**config.mk**
```make
export PLATFORM = sky130hd
export DESIGN_NAME = riscv_pipeline_sequencer
export DESIGN_NICKNAME = d
export VERILOG_FILES = /design/src/rtl/riscv_pkg.sv /design/src/rtl/riscv_load_use_detect.sv /design/src/rtl/riscv_pipeline_sequencer.sv
export SDC_FILE = /design/constraint.sdc
export NUM_CORES = 1
export LEC_CHECK = 0
export CAP_MARGIN = 20
export CORE_MARGIN = 2
export CORE_UTILIZATION = 49
export DETAILED_ROUTE_END_ITERATION = 12
export PLACE_DENSITY = 0.9
export SYNTH_ARGS = -nofsm -noshare
export SYNTH_HDL_FRONTEND = slang
export SYNTH_SLANG_ARGS = --single-unit
```
**constraint.sdc**
```tcl
create_clock -name clk -period 2.2 [get_ports clk]
set_input_delay 0.22 -clock clk [delete_from_list [all_inputs] [get_ports clk]]
set_output_delay 0.22 -clock clk [all_outputs]
set_load 0.03 [all_outputs]
```
**src/rtl/riscv_pkg.sv**
```systemverilog
// ============================================================================
// Module   : riscv_pkg
// Purpose  : Shared encodings for the RV32I pipeline sequencer.
// Revision : 1.0 - initial release
// ============================================================================
`default_nettype none

package riscv_pkg;

    typedef enum logic [1:0] {
        ST_RUN      = 2'd0,
        ST_MEM_WAIT = 2'd1,
        ST_FAULT    = 2'd2
    } seq_state_t;

    localparam logic [6:0] c_OPC_BRANCH = 7'b1100011;
    localparam logic [6:0] c_OPC_JAL    = 7'b1101111;
    localparam logic [6:0] c_OPC_JALR   = 7'b1100111;
    localparam logic [6:0] c_OPC_LOAD   = 7'b0000011;

endpackage

`default_nettype wire

```
**src/rtl/riscv_load_use_detect.sv**
```systemverilog
// ============================================================================
// Module   : riscv_load_use_detect
// Purpose  : Flags an ID instruction that reads the destination of a load in EX.
// Revision : 1.0 - initial release
// ============================================================================
`default_nettype none

module riscv_load_use_detect
    import riscv_pkg::*;
(
    input  logic [4:0] i_id_rs1,
    input  logic [4:0] i_id_rs2,
    input  logic       i_id_use_rs1,
    input  logic       i_id_use_rs2,
    input  logic [4:0] i_ex_rd,
    input  logic       i_ex_mem_read,
    output logic       o_load_use
);

    logic w_rs1_hit;
    logic w_rs2_hit;

    assign w_rs1_hit  = i_id_use_rs1 & (i_id_rs1 == i_ex_rd);
    assign w_rs2_hit  = i_id_use_rs2 & (i_id_rs2 == i_ex_rd);
    // x0 is hardwired to zero, so a load into it can never be consumed
    assign o_load_use = i_ex_mem_read & (i_ex_rd != 5'd0) & (w_rs1_hit | w_rs2_hit);

endmodule

`default_nettype wire

```
**src/rtl/riscv_pipeline_sequencer.sv**
```systemverilog
// ============================================================================
// Module   : riscv_pipeline_sequencer
// Purpose  : Owns all pipeline-register enables/flushes; merges redirect,
//            load-use and data-memory wait, with timeout fault and counters.
// Revision : 1.0 - initial release
// ============================================================================
`default_nettype none

module riscv_pipeline_sequencer
    import riscv_pkg::*;
#(
    parameter int MEM_TIMEOUT = 255,
    parameter int TO_W        = 8,
    parameter int CNT_W       = 32
) (
    input  logic             clk,
    input  logic             rst_n,
    input  logic [4:0]       i_id_rs1,
    input  logic [4:0]       i_id_rs2,
    input  logic             i_id_use_rs1,
    input  logic             i_id_use_rs2,
    input  logic [4:0]       i_ex_rd,
    input  logic             i_ex_mem_read,
    input  logic             i_ex_redirect,
    input  logic             i_mem_req,
    input  logic             i_mem_ready,
    output logic             o_pc_en,
    output logic             o_if_id_en,
    output logic             o_if_id_flush,
    output logic             o_id_ex_en,
    output logic             o_id_ex_flush,
    output logic             o_ex_mem_en,
    output logic             o_mem_wb_en,
    output logic             o_mem_wb_flush,
    output logic             o_mem_fault,
    output logic [CNT_W-1:0] o_stall_cnt,
    output logic [CNT_W-1:0] o_flush_cnt
);

    localparam logic [TO_W-1:0]  c_TIMEOUT = TO_W'(MEM_TIMEOUT);
    localparam logic [TO_W-1:0]  c_TO_ONE  = {{(TO_W-1){1'b0}}, 1'b1};
    localparam logic [CNT_W-1:0] c_CNT_ONE = {{(CNT_W-1){1'b0}}, 1'b1};

    seq_state_t        r_state;
    logic [TO_W-1:0]   r_to_cnt;
    logic              r_mem_fault;
    logic [CNT_W-1:0]  r_stall_cnt;
    logic [CNT_W-1:0]  r_flush_cnt;

    logic              w_load_use;
    logic              w_mem_stall;
    logic              w_redirect_taken;
    logic [TO_W-1:0]   w_to_next;

    riscv_load_use_detect u_load_use (
        .i_id_rs1      (i_id_rs1),
        .i_id_rs2      (i_id_rs2),
        .i_id_use_rs1  (i_id_use_rs1),
        .i_id_use_rs2  (i_id_use_rs2),
        .i_ex_rd       (i_ex_rd),
        .i_ex_mem_read (i_ex_mem_read),
        .o_load_use    (w_load_use)
    );

    // A dropped request counts as completion, so only req without ready stalls
    assign w_mem_stall = i_mem_req & ~i_mem_ready;
    assign w_to_next   = r_to_cnt + c_TO_ONE;

    always_comb begin
        o_pc_en          = 1'b1;
        o_if_id_en       = 1'b1;
        o_if_id_flush    = 1'b0;
        o_id_ex_en       = 1'b1;
        o_id_ex_flush    = 1'b0;
        o_ex_mem_en      = 1'b1;
        o_mem_wb_en      = 1'b1;
        o_mem_wb_flush   = 1'b0;
        w_redirect_taken = 1'b0;
        if (!rst_n) begin
            w_redirect_taken = 1'b0;
        end else if (r_state == ST_FAULT) begin
            o_pc_en     = 1'b0;
            o_if_id_en  = 1'b0;
            o_id_ex_en  = 1'b0;
            o_ex_mem_en = 1'b0;
            o_mem_wb_en = 1'b0;
        end else if (w_mem_stall) begin
            // EX is frozen, so any redirect/load-use re-presents after release
            o_pc_en        = 1'b0;
            o_if_id_en     = 1'b0;
            o_id_ex_en     = 1'b0;
            o_ex_mem_en    = 1'b0;
            o_mem_wb_flush = 1'b1;
        end else if (i_ex_redirect) begin
            o_if_id_flush    = 1'b1;
            o_id_ex_flush    = 1'b1;
            w_redirect_taken = 1'b1;
        end else if (w_load_use) begin
            o_pc_en       = 1'b0;
            o_if_id_en    = 1'b0;
            o_id_ex_flush = 1'b1;
        end
    end

    always_ff @(posedge clk or negedge rst_n) begin
        if (!rst_n) begin
            r_state     <= ST_RUN;
            r_to_cnt    <= '0;
            r_mem_fault <= 1'b0;
            r_stall_cnt <= '0;
            r_flush_cnt <= '0;
        end else begin
            if (!o_pc_en) begin
                r_stall_cnt <= r_stall_cnt + c_CNT_ONE;
            end
            if (w_redirect_taken) begin
                r_flush_cnt <= r_flush_cnt + c_CNT_ONE;
            end
            case (r_state)
                ST_RUN: begin
                    if (w_mem_stall) begin
                        r_state  <= ST_MEM_WAIT;
                        r_to_cnt <= c_TO_ONE;
                    end
                end
                ST_MEM_WAIT: begin
                    if (!w_mem_stall) begin
                        r_state  <= ST_RUN;
                        r_to_cnt <= '0;
                    end else begin
                        r_to_cnt <= w_to_next;
                        // Counter value counts every stalled cycle including this one
                        if (w_to_next >= c_TIMEOUT) begin
                            r_mem_fault <= 1'b1;
                            r_state     <= ST_FAULT;
                        end
                    end
                end
                ST_FAULT: begin
                    r_state <= ST_FAULT;
                end
                default: begin
                    r_state <= ST_RUN;
                end
            endcase
        end
    end

    assign o_mem_fault = r_mem_fault;
    assign o_stall_cnt = r_stall_cnt;
    assign o_flush_cnt = r_flush_cnt;

endmodule

`default_nettype wire

```
==> out/qor.csv, run 1 <==
metric,value,unit
status,completed,
number of port buffers,95,
critical path's slowest cell,clkdlybuf4s50_1,
Pre-antenna DRT Iters,4,
Area growth syn-to-layout,42.0,%
Final ANT Viol Nets,0,
clk root buf,clkbuf_8,
later-pin clock latency in the skew report,0.35,ns
number of synthesized register bits,75,
simple-gate share of the synthesized area,24.3,%
Via density,5.42,
clock skew,0.0109,ns
Worst Path Required,2.47,ns
drt drc,0,
clk slew on worst S/H paths,0.08,ns
CTS tree,done,
largest family of logic cells by synthesized area,simple AND/OR/NAND/NOR gates,
number of I/O pins,96,
number of enable flip-flop cells after synthesis,0,
post-synthesis compound-gate area fraction,3.55,%
antenna diode count,0,
layout cells sized above 1,15.5,%
Psw,1.11,mW
CP cell instances,clkdlybuf4s50_1 -> xnor2_1 -> nand4_1 -> o22ai_2 -> buf_4 -> a21boi_2 -> buf_4 -> bufbuf_16 -> nor4_1 -> xor2_1,
mux contribution to synthesized area,0.299,%
Syn Area/Cell,10.3,µm²
Final Hold Fails,0,
Slew headroom,61.3,%
"most common cell after layout, fill and taps aside",clkdlybuf4s50_1,
largest net degree at the start of global routing,46,
layout net count,513,
first-pass GRT wire length,15000,µm
Die X,91.7,µm
path type of the worst setup path,in2reg,
Synth warnings,0,
vias in the first global route,3228,
fmax,0.456,GHz
Worst Tran Pin Value,0.577,ns
clock network fraction of total power,32.5,%
post-synth cell types,48,
critical path's largest stage delay,0.51,ns
switching share of power,30.1,%
via count,3200,
CTS Buf Count,9,
PD cells,687,nW/µm²
dpl hpwl,6380,µm
Lkg Pwr,2.49,nW
Crit. End Element,flip-flop,
number of max-slew violations in the final report,0,
GRT Total Usage,22.7,%
Synth Flop Type,dfrtp_1,
total core area,7370,µm²
top cell type's share of synthesized area,49.8,%
Worst Path Buf+Inv,4,
Synth Area in XOR/XNOR,17.4,%
"CP delay by family, top",buffers and inverters,
chip height,91.7,µm
wire per inst,15.7,µm
Die ar.,8420,µm²
Seq pwr share,44.4,%
placed cell count,567,
initial antenna violation count,0,
worst min path class,in2async,
WL final,9250,µm
worst setup margin,0.00495,ns
Initial Utilization,51.2,%
H-Tree Depth,3,
part of the power in combinational logic,23.0,%
Worst path most repeated cell,buf_4,
Final Cycle Share,99.8,%
Post-Synth Adder-Cell Area,1.33,%
CP Launch Type,input pin,
"Cell Area, Synth",3770,µm²
gpl congestion,0.797,
post-synth net total,392,
fin cells,590,
highest-count cells in the layout ignoring fill and taps,"84 x clkdlybuf4s50_1, 75 x dfrtp_1, 46 x xor2_1, 39 x nand2_1, 29 x xnor2_1",
"top cells by area, synth","dfrtp_1 50%, xor2_1 11%, xnor2_1 6.7%",
Critical Path Fanout Max,16,
register area share after synthesis,49.8,%
Async SR Flop Fraction,100,%
Post-Synthesis Cells,365,
count of final setup violators,0,
biggest area consumer among synthesized cells,dfrtp_1,
Final min period,2.20,ns
Worst VDD drop,0.621,mV
# rows,31,
Pint,2.57,mW
Max-Cap Viols,0,
initial drt markers,123,
dpl ws,-0.413,ns
fill cell count,513,
GR Overflow Total,0,
Num Clock Sinks,75,
CP arrival,2.47,ns
Clock Path Buffers,2,
cell usage after synthesis (2+ instances only):
cell / number
a21oi_1: 4
and3_1: 2
and4_1: 3
buf_2: 5
buf_4: 2
clkbuf_1: 5
dfrtp_1: 75
ha_1: 4
inv_1: 15
nand2_1: 39
nand2b_1: 5
nand3_1: 16
nand3_2: 2
nand4_1: 11
nand4_2: 2
nor2_1: 26
nor2_2: 2
nor2b_1: 2
nor3_1: 12
nor3b_1: 4
nor4_1: 15
nor4b_1: 4
o21ai_0: 7
o31ai_1: 3
or4_1: 4
xnor2_1: 29
xor2_1: 46
power by group through the flow:
stage,clock (mW),sequential [mW],combinational [mW]
after global placement,0,1.65,0.806
after CTS,1.22,1.63,0.850
after floorplan,0,1.85,0.223
after detailed placement,0,1.66,0.826
final,1.20,1.64,0.848
after global routing,1.30,1.66,0.902
final timing paths:
| kind | startpoint | endpoint | slack [ns] | depth (start not counted) |
|---|---|---|---|---|
| setup / recovery | i_ex_rd[0] | o_stall_cnt[24]$_DFFE_PN0N_ | 0.005 | 10 |
| hold / removal | rst_n | o_mem_fault$_DFFE_PN0P_ | 0.23 | 2 |
| setup reg to reg | r_state[1]$_DFFE_PN0P_ | o_stall_cnt[24]$_DFFE_PN0N_ | 0.02 | 9 |
| hold reg to reg | o_mem_fault$_DFFE_PN0P_ | o_mem_fault$_DFFE_PN0P_ | 0.47 | 1 |
| max in group asynchronous | rst_n | o_flush_cnt[20]$_DFFE_PN0P_ | 1.24 | 3 |
| min in group clk | o_mem_fault$_DFFE_PN0P_ | o_mem_fault$_DFFE_PN0P_ | 0.47 | 1 |
worst register-to-register path, stage by stage (launching register included):
cell and delay [ns]:
dfrtp_1 0.40, buf_4 0.20, inv_1 0.10, nor2_2 0.15, o21ai_2 0.08, a21boi_2 0.19
buf_4 0.14, bufbuf_16 0.29, nor4_1 0.39, xor2_1 0.18
state kept, by name, indices dropped and copies added, names as in the netlist:
name         cells
o_flush_cnt     32
r_to_cnt         8
o_mem_fault      1
r_state          2
o_stall_cnt     32
layer usage:
layer | global-route usage (%) | wire length, µm | vias to the layer above
met5 | 0 | 0 | -
met4 | 14.2 | 339 | 0
met3 | 4.11 | 347 | 30
met2 | 38.0 | 4710 | 109
met1 | 26.9 | 3860 | 1569
li1 | - | - | 1492
stage by stage:
| stage | setup TNS, ns | hold WS, ns | power, mW | util [%] | cell area [µm²] |
|---|---|---|---|---|---|
| 2_1_floorplan | 0 | -0.0756 | 2.08 | - | 3780 |
| 3_3_place_gp | -5.81 | 0.0394 | 2.46 | 67.0 | 4940 |
| 3_5_place_dp | -7.62 | 0.0420 | 2.49 | 67.0 | 4940 |
| 4_1_cts | -0.00153 | 0.205 | 3.70 | 71.6 | 5270 |
| 5_1_grt | -0.0784 | 0.219 | 3.85 | 72.7 | 5360 |
| 6_report | 0 | 0.226 | 3.68 | 72.7 | 5360 |
cells by family after synthesis:
group / count (synthesis)
and+or+nand+nor: 161
xor gates and xnor gates: 75
DFF: 75
buffers and inverters: 28
AOI/OAI and AO/OA: 21
adders and majority gates: 4
muxes: 1
cell type report:
type	instances	area [µm²]	share of cell area (%)
clock inverter	4	72.6	1.35
inverter	15	56.3	1.05
clock buffer	12	155	2.90
tap	99	124	2.31
timing repair buffer	123	1210	22.6
multi-input combinational	262	1860	34.8
sequential	75	1880	35.0
what timing repair did:
action | 4_1_cts | 5_1_grt
resized for setup | 11 | 17
pin swaps | 1 | 1
setup endpoints to repair | 5 | 14
gates cloned | 1 | 0
hold buffers | 2 | 0
endpoints found under the hold margin | 30 | 0
buffers inserted | 4 | 0
No activity file was read; power rests on OpenSTA's default activity.
==> inputs of run 2 (changes only) <==
PLACE_DENSITY = 0.89   (was 0.9)
==> out/qor.csv, run 2 (synthesized netlist as in run 1, its figures left out) <==
metric,value,unit,change
CP Launch Type,flip-flop,,was input pin
Max-Cap Viols,0,,unchanged
later-pin clock latency in the skew report,0.35,ns,about the same
Critical Path Fanout Max,5,,was 16
Worst Path Required,2.47,ns,about the same
layout cells sized above 1,16.2,%,was 15.5%
RSZ-0062 raised after global routing,false,,
Final Hold Fails,0,,unchanged
first-pass GRT wire length,15300,µm,was 15000 µm
H-Tree Depth,3,,unchanged
CTS tree,done,,unchanged
Final Cell Area,5320,µm²,was 5360 µm²
fmax,0.472,GHz,was 0.456 GHz
clock network fraction of total power,30.2,%,was 32.5%
layout net count,515,,was 513
clock skew,0.0114,ns,was 0.0109 ns
Psw,1.14,mW,was 1.11 mW
Pint,2.44,mW,was 2.57 mW
clk slew on worst S/H paths,0.08,ns,about the same
Final min period,2.12,ns,was 2.20 ns
switching share of power,31.8,%,was 30.1%
"most common cell after layout, fill and taps aside",clkdlybuf4s50_1,,unchanged
Slew headroom,62.8,%,was 61.3%
Via density,5.32,,was 5.42
critical path's slowest cell,or4_1,,was clkdlybuf4s50_1
dpl hpwl,6400,µm,was 6380 µm
CP cell instances,nand3_2 -> or4_1 -> or3_1 -> nor4b_2 -> xor2_1,,was clkdlybuf4s50_1 -> xnor2_1 -> nand4_1 -> o22ai_2 -> buf_4 -> a21boi_2 -> buf_4 -> bufbuf_16 -> nor4_1 -> xor2_1
number of port buffers,95,,unchanged
chip height,91.7,µm,unchanged
Lkg Pwr,2.43,nW,was 2.49 nW
# rows,31,,unchanged
Num Clock Sinks,75,,unchanged
Final ANT Viol Nets,0,,unchanged
GRT Total Usage,22.6,%,was 22.7%
clk root buf,clkbuf_8,,unchanged
CP arrival,2.39,ns,was 2.47 ns
wire per inst,15.2,µm,was 15.7 µm
drt drc,0,,unchanged
total core area,7370,µm²,unchanged
Crit. End Element,flip-flop,,unchanged
status,completed,,unchanged
path type of the worst setup path,reg2reg,,was in2reg
CTS Buf Count,9,,unchanged
Die ar.,8420,µm²,unchanged
Worst VDD drop,0.495,mV,was 0.621 mV
vias in the first global route,3223,,was 3228
fin cells,592,,was 590
number of max-slew violations in the final report,0,,unchanged
antenna diode count,0,,unchanged
Worst Tran Pin Value,0.555,ns,was 0.577 ns
WL final,9000,µm,was 9250 µm
critical path's largest stage delay,0.54,ns,was 0.51 ns
Pre-antenna DRT Iters,5,,was 4
largest net degree at the start of global routing,45,,was 46
Area growth syn-to-layout,41.0,%,was 42.0%
GR Overflow Total,0,,unchanged
via count,3149,,was 3200
count of final setup violators,0,,unchanged
part of the power in combinational logic,24.2,%,was 23.0%
Final Cycle Share,96.4,%,was 99.8%
Clock Path Buffers,2,,unchanged
PD cells,672,nW/µm²,was 687 nW/µm²
Seq pwr share,45.7,%,was 44.4%
Die X,91.7,µm,unchanged
worst min path class,in2async,,unchanged
placed cell area,4960,µm²,was 4940 µm²
Initial Utilization,51.2,%,unchanged
initial drt markers,189,,was 123
placed cell count,569,,was 567
initial antenna violation count,0,,unchanged
fill cell count,525,,was 513
highest-count cells in the layout ignoring fill and taps,"84 x clkdlybuf4s50_1, 75 x dfrtp_1, 46 x xor2_1, 39 x nand2_1, 29 x xnor2_1",,unchanged
number of I/O pins,96,,unchanged
gpl congestion,0.826,,was 0.797
==> run 2: cell count changes in the layout (fill, tap and decap cells not counted), moves of 2 or more <==
cell        change
nor4_4          -3
buf_4           +2
clkinvlp_4      +2
nor4_2          +2
==> run 2: worst max-delay path, delay by kind of cell (launching register included) <==
kind / cells / cell delay (ns)
XOR/XNOR: 1 / 0.18
AND/OR/NAND/NOR: 4 / 1.42
flip-flops: 1 / 0.45
==> run 2: cell type report <==
class	count	area (µm²)	share of cell area (%)
sequential	75	1880	35.3
clock inverter	5	61.3	1.15
multi-input combinational	262	1830	34.4
tap	99	124	2.33
timing repair buffer	125	1230	23.1
clock buffer	11	141	2.66
inverter	15	56.3	1.06
==> run 2: final timing paths <==
check,slack [ns],cells after the start,to,from
worst max-delay path,0.08,5,o_stall_cnt[31]$_DFFE_PN0N_,o_stall_cnt[10]$_DFFE_PN0N_
worst min-delay path,0.22,2,o_mem_fault$_DFFE_PN0P_,rst_n
worst max register to register,0.08,5,o_stall_cnt[31]$_DFFE_PN0N_,o_stall_cnt[10]$_DFFE_PN0N_
worst min register to register,0.47,1,o_stall_cnt[31]$_DFFE_PN0N_,o_stall_cnt[31]$_DFFE_PN0N_
max in group asynchronous,1.23,3,o_flush_cnt[4]$_DFFE_PN0P_,rst_n
min in group clk,0.47,1,o_stall_cnt[31]$_DFFE_PN0N_,o_stall_cnt[31]$_DFFE_PN0N_
==> run 2: power by group through the flow <==
stage | Clock, mW | Combinational [mW] | Sequential, mW
6_report | 1.08 | 0.864 | 1.63
3_3_place_gp | 0 | 0.814 | 1.65
5_1_grt | 1.17 | 0.925 | 1.65
2_1_floorplan | 0 | 0.223 | 1.85
3_5_place_dp | 0 | 0.844 | 1.66
4_1_cts | 1.10 | 0.864 | 1.63
==> run 2: layer usage <==
layer  vias up  routed length (µm)  track usage (%)
met5         -                   0                0
met4         0                 265             10.1
met3        27                 293             4.85
met2        84                4550             38.0
met1      1545                3900             28.2
li1       1493                   -                -
==> run 2: metrics by stage <==
| step | setup slack [ns] | total power [mW] | setup TNS [ns] | utilization (%) | hold WS (ns) |
|---|---|---|---|---|---|
| 6_report | 0.0794 | 3.58 | 0 | 72.2 | 0.219 |
| 5_1_grt | 0.00156 | 3.74 | 0 | 72.2 | 0.217 |
| 4_1_cts | -0.0355 | 3.60 | -0.0701 | 71.3 | 0.207 |
| 3_5_place_dp | -0.353 | 2.50 | -8.27 | 67.2 | 0.0419 |
| 3_3_place_gp | -0.301 | 2.46 | -5.25 | 67.2 | 0.0412 |
| 2_1_floorplan | 0.0311 | 2.08 | 0 | - | -0.0756 |
==> run 2: what timing repair did <==
| action | 4_1_cts | 5_1_grt |
|---|---|---|
| cloned | 1 | 0 |
| buffers inserted | 2 | 2 |
| setup endpoints to repair | 5 | 34 |
| pin swaps | 1 | 2 |
| hold endpoints to repair | 31 | 0 |
| hold buffers | 2 | 0 |
| gates resized for setup | 11 | 13 |
==> inputs of run 3 (changes only) <==
SLEW_MARGIN = 10   (was not set)
==> results of run 3 <==
Same layout as run 2: the final DEF is identical, and so are final timing and power.
